<file path="config.mk">
export PLATFORM = sky130hd
export DESIGN_NAME = mem_arbiter
export DESIGN_NICKNAME = d
export VERILOG_FILES = /design/src/rtl/mem_arbiter.sv
export SDC_FILE = /design/constraint.sdc
export NUM_CORES = 1
export LEC_CHECK = 0
export ABC_AREA = 1
export CAP_MARGIN = 5
export CORE_MARGIN = 2
export CORE_UTILIZATION = 27
export DETAILED_ROUTE_END_ITERATION = 12
export MAX_ROUTING_LAYER = met4
export PLACE_DENSITY = 0.62
export SLEW_MARGIN = 25
export SYNTH_ARGS = -nofsm -noshare
export SYNTH_HDL_FRONTEND = slang
export SYNTH_SLANG_ARGS = --single-unit
</file>
<file path="constraint.sdc">
create_clock -name clk -period 1.9 [get_ports clk]
set_clock_uncertainty 0.1 [all_clocks]
set_input_delay 0.285 -clock clk [delete_from_list [all_inputs] [get_ports clk]]
set_output_delay 0.285 -clock clk [all_outputs]
set_load 0.02 [all_outputs]
</file>
<file path="src/rtl/mem_arbiter.sv">
// Two-port arbiter (CPU, DMA) in front of a single shared memory-mapped store.
// Each access takes IDLE -> GNT -> ACK. A starvation counter forces the DMA through after STARVE_MAX CPU wins.
module mem_arbiter #(
    parameter int STARVE_MAX = 4
) (
    input  logic        clk,
    input  logic        rst_n,

    input  logic        cpu_req,
    input  logic        cpu_we,
    input  logic [14:0] cpu_addr,
    input  logic [15:0] cpu_wdata,
    output logic        cpu_ack,
    output logic [15:0] cpu_rdata,

    input  logic        dma_req,
    input  logic        dma_we,
    input  logic [14:0] dma_addr,
    input  logic [15:0] dma_wdata,
    output logic        dma_ack,
    output logic [15:0] dma_rdata,

    output logic [14:0] mem_addr,
    output logic [15:0] mem_in,
    output logic        mem_load,
    input  logic [15:0] mem_out,
    output logic        wr_err
);

    localparam int          CW      = $clog2(STARVE_MAX + 1);
    localparam logic [14:0] RO_BASE = 15'd24576;

    typedef enum logic [1:0] {
        IDLE,
        GNT_CPU,
        GNT_DMA,
        ACK
    } state_t;

    state_t        r_state;
    logic [CW-1:0] r_starveCnt;
    logic          r_cpuAck;
    logic          r_dmaAck;
    logic [15:0]   r_cpuRdata;
    logic [15:0]   r_dmaRdata;
    logic [14:0]   r_memAddr;
    logic [15:0]   r_memIn;
    logic          r_memLoad;
    logic          r_wrErr;

    logic w_cpuInRange;
    logic w_dmaInRange;
    logic w_starved;
    logic w_pickDma;

    // Addresses at or above RO_BASE (keyboard and beyond) are read-only.
    assign w_cpuInRange = (cpu_addr < RO_BASE);
    assign w_dmaInRange = (dma_addr < RO_BASE);
    assign w_starved    = (r_starveCnt >= CW'(STARVE_MAX));
    assign w_pickDma    = dma_req && (!cpu_req || w_starved);

    always_ff @(posedge clk or negedge rst_n) begin
        if (!rst_n) begin
            r_state     <= IDLE;
            r_starveCnt <= '0;
            r_cpuAck    <= 1'b0;
            r_dmaAck    <= 1'b0;
            r_cpuRdata  <= '0;
            r_dmaRdata  <= '0;
            r_memAddr   <= '0;
            r_memIn     <= '0;
            r_memLoad   <= 1'b0;
            r_wrErr     <= 1'b0;
        end else begin
            case (r_state)
                IDLE: begin
                    if (w_pickDma) begin
                        r_state     <= GNT_DMA;
                        r_starveCnt <= '0;
                        r_memAddr   <= dma_addr;
                        r_memIn     <= dma_wdata;
                        r_memLoad   <= dma_we && w_dmaInRange;
                    end else if (cpu_req) begin
                        r_state <= GNT_CPU;
                        if (dma_req && !w_starved) begin
                            r_starveCnt <= r_starveCnt + CW'(1);
                        end
                        r_memAddr <= cpu_addr;
                        r_memIn   <= cpu_wdata;
                        r_memLoad <= cpu_we && w_cpuInRange;
                    end
                end
                // Requesters hold their inputs until ack, so the write flag is still valid here.
                GNT_CPU: begin
                    r_cpuRdata <= mem_out;
                    r_cpuAck   <= 1'b1;
                    r_wrErr    <= cpu_we && !w_cpuInRange;
                    r_memLoad  <= 1'b0;
                    r_state    <= ACK;
                end
                GNT_DMA: begin
                    r_dmaRdata <= mem_out;
                    r_dmaAck   <= 1'b1;
                    r_wrErr    <= dma_we && !w_dmaInRange;
                    r_memLoad  <= 1'b0;
                    r_state    <= ACK;
                end
                ACK: begin
                    r_cpuAck <= 1'b0;
                    r_dmaAck <= 1'b0;
                    r_wrErr  <= 1'b0;
                    r_state  <= IDLE;
                end
                default: begin
                    r_state <= IDLE;
                end
            endcase
        end
    end

    assign cpu_ack   = r_cpuAck;
    assign dma_ack   = r_dmaAck;
    assign cpu_rdata = r_cpuRdata;
    assign dma_rdata = r_dmaRdata;
    assign mem_addr  = r_memAddr;
    assign mem_in    = r_memIn;
    assign mem_load  = r_memLoad;
    assign wr_err    = r_wrErr;

endmodule

</file>
### Word level (Yosys, flattened, before mapping)

Index checks and enable logic that the tools add are counted.

* $add $sub $neg: 1
* $lt $le $gt $ge: 3
* equal/unequal tests: 4
* multiplexer cells: 16
* reduce and logical (&&, ||, !) cells: 22

Operators by type and width (number)
* $mux W16: 2
* $lt A15 B15 Y1 const B: 2
* $mux W15: 2
* $reduce_bool A2 Y1: 5
* $mux W3: 3
* $logic_and A1 B1 Y1: 6
* $pmux W1 S2: 3
* $pmux W2 S3: 1
* $eq A2 B2 Y1 const B: 2
* $logic_not A1 Y1: 4
* $mux W2: 2
* $reduce_and A2 Y1: 2
* $add A3 B1 Y3 const B: 1
* $ge A3 B3 Y1 const B: 1
* $ne A3 B3 Y1 const B: 1
* $pmux W1 S3: 1
* $reduce_and A3 Y1: 1
* $reduce_bool A3 Y1: 1
* $eq A2 B1 Y1 const B: 1
* $logic_not A2 Y1: 1
* $mux W1: 2
* $reduce_or A2 Y1: 1
* $logic_or A1 B1 Y1: 1

* flip-flop bits (word level): 72
* input bits: 84
* output and inout bits: 67
* logic and storage cells: 56

### Longest topological paths before layout

Gate-level depths: netlist of the first run.

* depth in word-level cells: 6
* mapped depth: 8
* depth with buffers taken out: 7

### Worst setup path before layout of the first run

No wires, ideal clock.

* kind: flip-flop to flip-flop
* start: reg r_state[0]
* end: reg r_dmaRdata[10], in the netlist dma_rdata[10]
* setup time: 117 ps
* arrival: 1210 ps
* data required time: 1683 ps
* slack: 473 ps
* stages on the path, launching flop included: 8
* buffers on the path: 2
* period minus slack after synthesis: 1427 ps
* cell sequence: dfrtp_1 -> inv_1 -> ha_1 -> buf_4 -> clkinv_1 -> buf_2 -> nand2_1 -> nand2_1

* longest elaborated chain between the ends: 1

Ends and longest elaborated chain
* start, declared: RTL line 40 `state_t r_state;`
* start signal, assigned: RTL line 64 `r_state <= IDLE;`
* start signal, assigned: RTL line 78 `r_state <= GNT_DMA;`
* start signal, assigned: RTL line 84 `r_state <= GNT_CPU;`
* $eq A2 B2 Y1: RTL line 75 `case (r_state)`
* end signal, assigned: RTL line 102 `r_dmaRdata <= mem_out;`
* end, declared: RTL line 45 `logic [15:0] r_dmaRdata;`

Every way passes these cells.
A chain may end at the register's enable or synchronous reset.

### Worst setup path after layout of the first run

* start: reg r_memIn[5], in the netlist mem_in[5]
* end: out mem_in[5]

RTL lines
* start, declared: RTL line 47 `logic [15:0] r_memIn;`
* start signal, assigned: RTL line 81 `r_memIn <= dma_wdata;`
* start signal, assigned: RTL line 89 `r_memIn <= cpu_wdata;`
* end, declared: RTL line 24 `output logic [15:0] mem_in,`

No word-level cell between the ends.

==> results of run 1 <==
==> report_power, final <==
part           switching [mW]  internal (mW)
clock                   0.596           1.11
sequential              0.419           2.31
combinational            2.36           1.96
==> synth_stat cells <==
cell | instances | area (µm²)
a21oi_1 | 3 | 15.0
a22o_1 | 1 | 8.76
a31oi_1 | 1 | 6.26
buf_2 | 8 | 40.0
buf_4 | 2 | 15.0
buf_6 | 5 | 56.3
clkbuf_1 | 2 | 7.51
clkbuf_2 | 2 | 10.0
clkinv_1 | 1 | 3.75
dfrtp_1 | 72 | 1800
ha_1 | 6 | 75.1
inv_1 | 40 | 150
nand2_1 | 170 | 638
nand2_2 | 3 | 18.8
nand3_1 | 5 | 25.0
nand4_1 | 2 | 12.5
nor2_1 | 10 | 37.5
o21ai_0 | 7 | 35.0
o21ai_1 | 58 | 290
==> worst paths after layout <==
path,endpoint,startpoint,cells past startpoint
hold reg to reg,dma_rdata[4],dma_rdata[4],2
max in group asynchronous,mem_in[12],rst_n,3
min in group clk,dma_rdata[4],dma_rdata[4],2
hold / removal,mem_addr[5],rst_n,2
setup reg to reg,mem_addr[2],r_state[0],6
setup / recovery,mem_in[5],mem_in[5],1
==> sequential cells by signal, indices dropped and copies added (netlist names) <==
name,flops
r_state,2
mem_load,1
dma_ack,1
cpu_ack,1
cpu_rdata,16
wr_err,1
r_starveCnt,3
mem_addr,15
dma_rdata,16
mem_in,16
==> final cells by class <==
type	instances	area, µm²
inverter	41	154
clock buffer	12	267
tap	147	184
fill	1173	6640
timing repair buffer	160	1610
sequential	72	1800
multi-input combinational	266	1160
clock inverter	3	40.0
==> per-layer routing <==
metal	share of wire [%]	global-route usage, %	vias to the layer above	routed length, µm
met4	1.6	4.31	0	136
met5	0	-	-	0
li1	-	-	1538	-
met1	43	16.8	1370	3710
met3	5.0	3.24	12	426
met2	50	23.7	85	4270
==> per-stage QoR <==
step / utilization [%] / cells / cell area, µm² / hold WS (ns) / worst slack [ns]
after floorplan: - / 398 / 3250 / -0.111 / 0.473
after global placement: 41.4 / 685 / 4910 / 0.168 / 0.228
after detailed placement: 41.4 / 685 / 4910 / 0.167 / 0.189
after CTS: 44.0 / 701 / 5220 / 0.372 / 0.193
after global routing: 44.0 / 701 / 5220 / 0.393 / 0.140
final: 44.0 / 701 / 5220 / 0.366 / 0.213
==> logic make-up after synthesis <==
group / Yosys count / share of synthesized area [%]
buffers and inverters: 60 / 8.71
adder cells (fa/ha/maj): 6 / 2.31
AND/OR/NAND/NOR: 190 / 22.5
flip-flops: 72 / 55.5
AO/OA/AOI/OAI: 70 / 10.9
==> summary.txt, run 1 <==
STA
  – RSZ-0062 raised after global routing: false
  – Fin. Hold Viols: 0
  – Worst Tran Pin Value: 0.557 ns
  – Fin crit share: approximately 90%
  – Rel. slew slack: roughly 63%
  – Fin Setup TNS: 0 ns
  – Count of final max-slew check failures: 0
  – Tmin final: 1.69 ns
  – Fmax: a little under 600 MHz
  – Final setup violation count: 0

Critical path
  – Kind of critical path: reg2out
  – Slowest stage cell, crit path: clkdlybuf4s50_1
  – CP required: roughly 1.5 ns
  – Worst Path Buf+Inv: 1
  – Max FO, Critical Path: 2
  – Critical path arrival: about 1.3 ns
  – Setup crit start kind: flip-flop
  – Crit path capture type: output port
  – Delay-heaviest family, CP: buffers and inverters
  – CP cell instances: clkdlybuf4s50_1
  – Flop-to-flop setup slack: 0.37 ns
  – Max incr delay on CP: 0.62 ns

Placement
  – IO Port Bufs: 150
  – Placer Congestion: 0.776
  – HPWL after detailed placement: approximately 6400 µm

Die
  – Boundary Pins: 151
  – Die Y-Extent: around 110 µm
  – Std cell rows: 40
  – Die footprint: between 10000 and 15000 µm²
  – Die X: 114 µm
  – Starting Density: a little over a quarter
  – Core Region: between 10000 and 15000 µm²

Power
  – Pwr dens: 1680 nW/µm²
  – PnR Total Power: 8.75 mW
  – LEAKAGE: 2.55 nW
  – Worst vdd ir: between 0.5 and 0.6 mV

Cells and area
  – Nets: 640
  – N_diodes: 0
  – Most common cell after layout, fill and taps aside: nand2_1
  – Most frequent cells in the layout: nand2_1, clkdlybuf4s50_1, dfrtp_1
  – Layout cells sized above 1: under 10%
  – Layout area overhead: 60.8%

Run status
  – Outcome: completed

CTS
  – Hold buffer count at cts: 1
  – Clock-pin transition on the worst setup and hold timing paths: 0.05 ns
  – CTS H-Tree Depth: 3
  – Clock buffer count from CTS: 9
  – CTS Sinks: 72
  – Maximum clock path buffer count: 2
  – Gates resized, CTS repair: 0
  – Postcts setup bufs: 0
  – Root Buffer: clkbuf_16
  – CTS tree: done
  – Worst skew pair latency: 0.32 ns

Yosys
  – Seq/Total Area, Yosys: 55.5%
  – Mapped Area: 3250 µm²
  – Yosys cell types: 19
  – Avg Inst Size Synth: 8.16 µm²
  – Flop and latch count out of synthesis: a little over 70
  – Syn. warnings: 0
  – Mapped Cells: just under 400
  – Post-synth net total: just under 500

Detailed routing
  – Vias: 3005
  – DR iter-0 viols: 152
  – Residual DRC: 0
  – Per-cell routed wire length: 12.2 µm
  – Initial DRT Pass Iterations: 4
  – DRT antenna net count: 0
  – Drt via density: about 4.3
  – Final WL: 8540 µm

Worst hold path
  – Hold crit path type: in2async

Global routing
  – First-pass GRT wire length: 14000 µm
  – GRT Util Overall: 14.0%
  – Antenna violations before repair: 0
  – Remaining Overflow, GRT: 0
  – Largest net degree at the start of global routing: 40
  – Vias in the first global route: 2932

Job
  – Max-cap violations: 0
(Power assumes the default switching activity.)
==> run 2, diff against run 1 <==
Settings changed: ABC_AREA 1 to default.
==> run 2 against run 1 <==
  * The flow now finishes with violations (design-rule violations)
  * Die area fell by 1.0%
  * Global-route usage rose by 0.38 points
  * Largest cell class unchanged
  * Critical endpoint is now mem_load
  * Design area barely moved
==> summary.txt, run 2 <==
CTS
  – Clock-pin transition on the worst setup and hold timing paths: 0.06 ns
  – Worst skew pair latency: 0.32 ns
  – CTS H-Tree Depth: 3
  – Root Buffer: clkbuf_16
  – Clock buffer count from CTS: 9
  – CTS tree: done
  – Maximum clock path buffer count: 2
  – CTS Sinks: 72

Detailed routing
  – DRT antenna net count: 0
  – Vias: around 2900
  – Final WL: 8840 µm
  – Drt via density: 4.83
  – Residual DRC: 11
  – DR iter-0 viols: 175
  – Initial DRT Pass Iterations: 8
  – Per-cell routed wire length: 15.0 µm

STA
  – Tmin final: 1.70 ns
  – Fin crit share: 89.7%
  – Fin Setup TNS: 0 ns
  – Fin. Hold Viols: 0
  – Rel. slew slack: between 70% and 80%
  – Final setup violation count: 0
  – RSZ-0062 raised after global routing: false
  – Count of final max-slew check failures: 0
  – Worst Tran Pin Value: 0.362 ns
  – Fmax: 587 MHz

Global routing
  – GRT Util Overall: between 10 and 15%
  – Vias in the first global route: 2858
  – Largest net degree at the start of global routing: 43
  – First-pass GRT wire length: between 10000 and 15000 µm
  – Remaining Overflow, GRT: 0
  – Antenna violations before repair: 0

Die
  – Die footprint: 12800 µm²
  – Starting Density: 27.9%
  – Std cell rows: 39
  – Boundary Pins: around 150
  – Die Y-Extent: 113 µm
  – Die X: 113 µm
  – Core Region: 11500 µm²

Yosys
  – Synth top area share: 56.1%
  – Post-synth net total: 383
  – Count leader, synth: dfrtp_1
  – Seq/Total Area, Yosys: 56.1%
  – Top cells by count, synth: dfrtp_1, nor2_1, mux2_2
  – Syn. warnings: 0
  – Top_reg_cell synth: dfrtp_1
  – Avg Inst Size Synth: 11.0 µm²
  – Cell taking the most area after synthesis: dfrtp_1
  – Flop and latch count out of synthesis: 72
  – Post-synth ARST share: 100%
  – Mapped Cells: 293
  – Mapped Area: 3210 µm²
  – Number of flops mapped to enable cells by yosys: 0
  – Synth area leaders: dfrtp_1, mux2_2, a31oi_1
  – Yosys cell types: 29

Critical path
  – Kind of critical path: reg2out
  – Delay-heaviest family, CP: buffers and inverters
  – Slowest stage cell, crit path: clkdlybuf4s50_1
  – CP cell instances: clkdlybuf4s50_1
  – Max incr delay on CP: 0.63 ns
  – Setup crit start kind: flip-flop
  – Crit path capture type: output port
  – Max FO, Critical Path: 3
  – Critical path arrival: ~1.3 ns
  – CP required: 1.51 ns
  – Worst Path Buf+Inv: 1

Power
  – Seq pwr share: between 30% and 40%
  – Worst vdd ir: ~0.49 mV
  – Switching share of power: 36.1%
  – P_sw: about 3.2 mW
  – Pwr dens: 1690 nW/µm²
  – Pint: ~5.6 mW
  – Combinational share of power: approximately 50%
  – Clock power share: about 19%
  – LEAKAGE: between 2 and 2.5 nW

Worst hold path
  – Hold crit path type: in2async

Cells and area
  – N_diodes: 0
  – Layout cells sized above 1: 15.0%
  – Post-Layout Cell Count: just under 600
  – Nets: ~530
  – Area of the multi-input gates: 1250 µm²
  – Most common cell after layout, fill and taps aside: clkdlybuf4s50_1
  – # fillers: approximately 1100
  – Most frequent cells in the layout: clkdlybuf4s50_1, dfrtp_1, nor2_1
  – Layout area overhead: 62.6%
  – Register area: roughly 1800 µm²

Run status
  – Outcome: complete, but fails checks
  – Failing checks: design-rule violations

Placement
  – Placer Congestion: a little under 0.8
  – HPWL after detailed placement: 6640 µm
  – IO Port Bufs: 150
  – Placed cells: 574

Job
  – Max-cap violations: 0
==> run 2: power by group through the flow <==
stage	combinational (mW)	clock [mW]	sequential, mW
floorplan	1.52	0	3.59
global placement	4.37	0	2.73
detailed placement	4.43	0	2.77
CTS	4.45	1.76	2.75
global route	4.71	1.82	2.85
finish	4.38	1.71	2.73
==> run 2: final cells by class <==
class                      count  share of cell area (%)
inverter                       4                   0.287
clock inverter                 6                    1.29
tap                          143                    3.42
timing repair buffer         164                    31.9
sequential                    72                    34.5
clock buffer                  10                    4.57
multi-input combinational    192                    24.0
==> run 2: worst paths after layout <==
path,startpoint,to,slack (ns),depth (start not counted)
setup / recovery,mem_load,mem_load,0.20,1
hold / removal,rst_n,dma_rdata[1],0.31,2
setup reg to reg,r_state[0],mem_addr[3],0.22,6
hold reg to reg,cpu_ack,cpu_ack,0.39,2
max in group asynchronous,rst_n,dma_rdata[7],0.78,3
min in group clk,cpu_ack,cpu_ack,0.39,2
==> run 2: logic make-up after synthesis <==
logic type | synth area share (%)
AOI/OAI and AO/OA | 13.3
and+or+nand+nor | 11.4
adders and majority gates | 2.34
muxes | 11.9
DFF | 56.1
buffers and inverters | 4.94
==> run 2: metal layers <==
layer | part of all wire [%] | wire length [µm] | GRT usage [%] | vias to the layer above
li1 | - | - | - | 1350
met5 | 0 | 0 | - | -
met1 | 43 | 3830 | 18.1 | 1375
met4 | 2.4 | 210 | 6.02 | 0
met3 | 6.1 | 543 | 3.37 | 23
met2 | 48 | 4260 | 22.4 | 106
==> run 2: metrics by stage <==
step / area (µm²) / util (%) / total power, mW / hold slack [ns] / setup slack [ns]
after floorplan: 3210 / - / 5.11 / -0.111 / 0.305
after global placement: 4910 / 42.6 / 7.10 / 0.116 / 0.134
after detailed placement: 4910 / 42.6 / 7.20 / 0.126 / 0.0868
after CTS: 5230 / 45.4 / 8.95 / 0.325 / 0.167
after global routing: 5230 / 45.4 / 9.38 / 0.336 / 0.0521
final: 5230 / 45.4 / 8.82 / 0.308 / 0.195
==> run 2: repair_timing <==
action,CTS,global route
hold buffers,1,0
setup buffers,0,0
endpoints found under the hold margin,23,0
gates resized for setup,0,0
==> run 3, diff against run 2 <==
Settings changed: CORE_UTILIZATION 27 to 41, PLACE_DENSITY 0.62 to 0.85.
==> run 3 against run 2 <==
  * The flow now finishes without violations
  * Worst setup slack worse by 0.030 ns
  * Register-to-register slack got worse by 0.05 ns
  * Total power is 4.4% lower
  * Die area down 33%
  * Sequential power hardly changed
  * Clock power is 20% lower
  * First-iteration DRC count shrank 56%
  * Design area fell by 3.0%
  * Final cell count down 6.9%
  * Sequential share of layout area grew 1.1 points
  * Global-route usage increased by 6.1 points
==> summary.txt, run 3 (synthesis gave the netlist of run 2 again) <==
Critical path
  – Setup crit start kind: flip-flop
  – CP cell instances: inv_1 > ha_1 > nor2b_1 > o22ai_1 > a221o_1
  – Max FO, Critical Path: 6
  – Kind of critical path: reg2reg
  – Flop-to-flop setup slack: 0.17 ns
  – Reg2Reg Depth: 5
  – Max incr delay on CP: 0.40 ns
  – CP required: about 2.0 ns
  – Critical path arrival: around 1.9 ns
  – RR Endpoint: r_state[1]
  – Crit path capture type: flip-flop
  – Worst flop-to-flop path startpoint: r_state[1]
  – Slowest stage cell, crit path: dfrtp_1

STA
  – Final setup violation count: 0
  – Fin crit share: about nine tenths
  – Fin. Hold Viols: 0
  – Fmax: slightly below 600 MHz
  – Count of final max-slew check failures: 0
  – Worst Tran Pin Value: 0.438 ns
  – RSZ-0062 raised after global routing: false
  – Tmin final: 1.73 ns
  – Rel. slew slack: 70.8%
  – Fin Setup TNS: 0 ns

Global routing
  – First-pass GRT wire length: around 14000 µm
  – Antenna violations before repair: 0
  – GRT Util Overall: 20.5%
  – Remaining Overflow, GRT: 0
  – Vias in the first global route: 2910
  – Largest net degree at the start of global routing: 43

Detailed routing
  – Residual DRC: 0
  – Initial DRT Pass Iterations: 4
  – Vias: 2863
  – Drt via density: 5.21
  – DR iter-0 viols: between 70 and 80
  – Per-cell routed wire length: 15.1 µm
  – DRT antenna net count: 0
  – Final WL: 8320 µm

Cells and area
  – Layout area overhead: 57.8%
  – Most common cell after layout, fill and taps aside: clkdlybuf4s50_1
  – Most frequent cells in the layout: clkdlybuf4s50_1, dfrtp_1, nor2_1
  – Nets: 533
  – Design area: roughly 5100 µm²
  – N_diodes: 0
  – Layout cells sized above 1: between 10% and 20%

Power
  – Worst vdd ir: 0.666 mV
  – Pwr dens: 1660 nW/µm²
  – LEAKAGE: just over 2 nW

CTS
  – Clock-pin transition on the worst setup and hold timing paths: 0.08 ns
  – CTS H-Tree Depth: 3
  – Maximum clock path buffer count: 2
  – Clock buffer count from CTS: 9
  – Root Buffer: clkbuf_8
  – Hold buffer count at cts: 1
  – CTS Sinks: 72
  – Postcts setup bufs: 0
  – CTS tree: done
  – Worst skew pair latency: 0.33 ns
  – Gates resized, CTS repair: 0

Placement
  – Placer Congestion: 0.853
  – IO Port Bufs: 150
  – HPWL after detailed placement: 6160 µm
  – Cell Area, Placed: 4830 µm²

Die
  – Starting Density: 42.0%
  – Boundary Pins: between 150 and 200
  – Core Region: 7650 µm²
  – Die Y-Extent: between 90 and 100 µm
  – Die footprint: 8560 µm²
  – Die X: between 90 and 100 µm
  – Std cell rows: 32

Worst hold path
  – Hold crit path type: in2async

Job
  – Max-cap violations: 0

Run status
  – Outcome: completed
run 3: metrics by stage:
| step | total power, mW | util [%] | instances | setup slack [ns] | hold slack, ns |
|---|---|---|---|---|---|
| after floorplan | 5.11 | - | 293 | 0.305 | -0.111 |
| after global placement | 6.98 | 63.2 | 533 | 0.157 | 0.149 |
| after detailed placement | 7.13 | 63.2 | 533 | 0.108 | 0.159 |
| after CTS | 8.51 | 66.3 | 550 | 0.156 | 0.336 |
| after global routing | 8.94 | 66.3 | 550 | 0.0371 | 0.358 |
| final | 8.43 | 66.3 | 550 | 0.166 | 0.333 |
run 3: worst max-delay path by stage:
stage | to | start | slack [ns] | depth (start not counted)
finish | r_state[1] | r_state[1] | 0.17 | 5
global route | mem_addr[13] | r_state[1] | 0.04 | 6
CTS | mem_addr[8] | mem_addr[8] | 0.16 | 1
detailed placement | r_state[1] | cpu_req | 0.11 | 4
global placement | r_state[1] | cpu_req | 0.16 | 4
floorplan | dma_rdata[10] | r_state[0] | 0.31 | 5
run 3: cell type report:
type | count | area [µm²]
fillers | 598 | 2580
flip-flops and latches | 72 | 1800
repair buffers | 164 | 1640
multi-input cells | 192 | 1250
clock buffers | 10 | 138
well taps | 102 | 128
clock inverters | 6 | 90.1
inverters | 4 | 15.0
run 3: report_power, final:
| part | total [mW] | internal (mW) | switching (mW) | leakage (nW) |
|---|---|---|---|---|
| combinational | 4.34 | 2.24 | 2.10 | 1.09 |
| sequential | 2.72 | 2.31 | 0.411 | 0.833 |
| clock | 1.37 | 0.783 | 0.592 | 0.113 |
run 3: critical path, delay by kind of cell, from the launching register on:
| kind | cells | cell delay, ns |
|---|---|---|
| DFF | 1 | 0.40 |
| buffers and inverters | 1 | 0.13 |
| adders and majority gates | 1 | 0.29 |
| and+or+nand+nor | 1 | 0.24 |
| AOI/OAI and AO/OA | 2 | 0.45 |
run 3: metal layers:
layer	share of wire (%)	global-route usage, %
met1	42	24.6
met2	51	35.3
met3	5.8	4.31
met4	1.7	5.85
met5	0	-
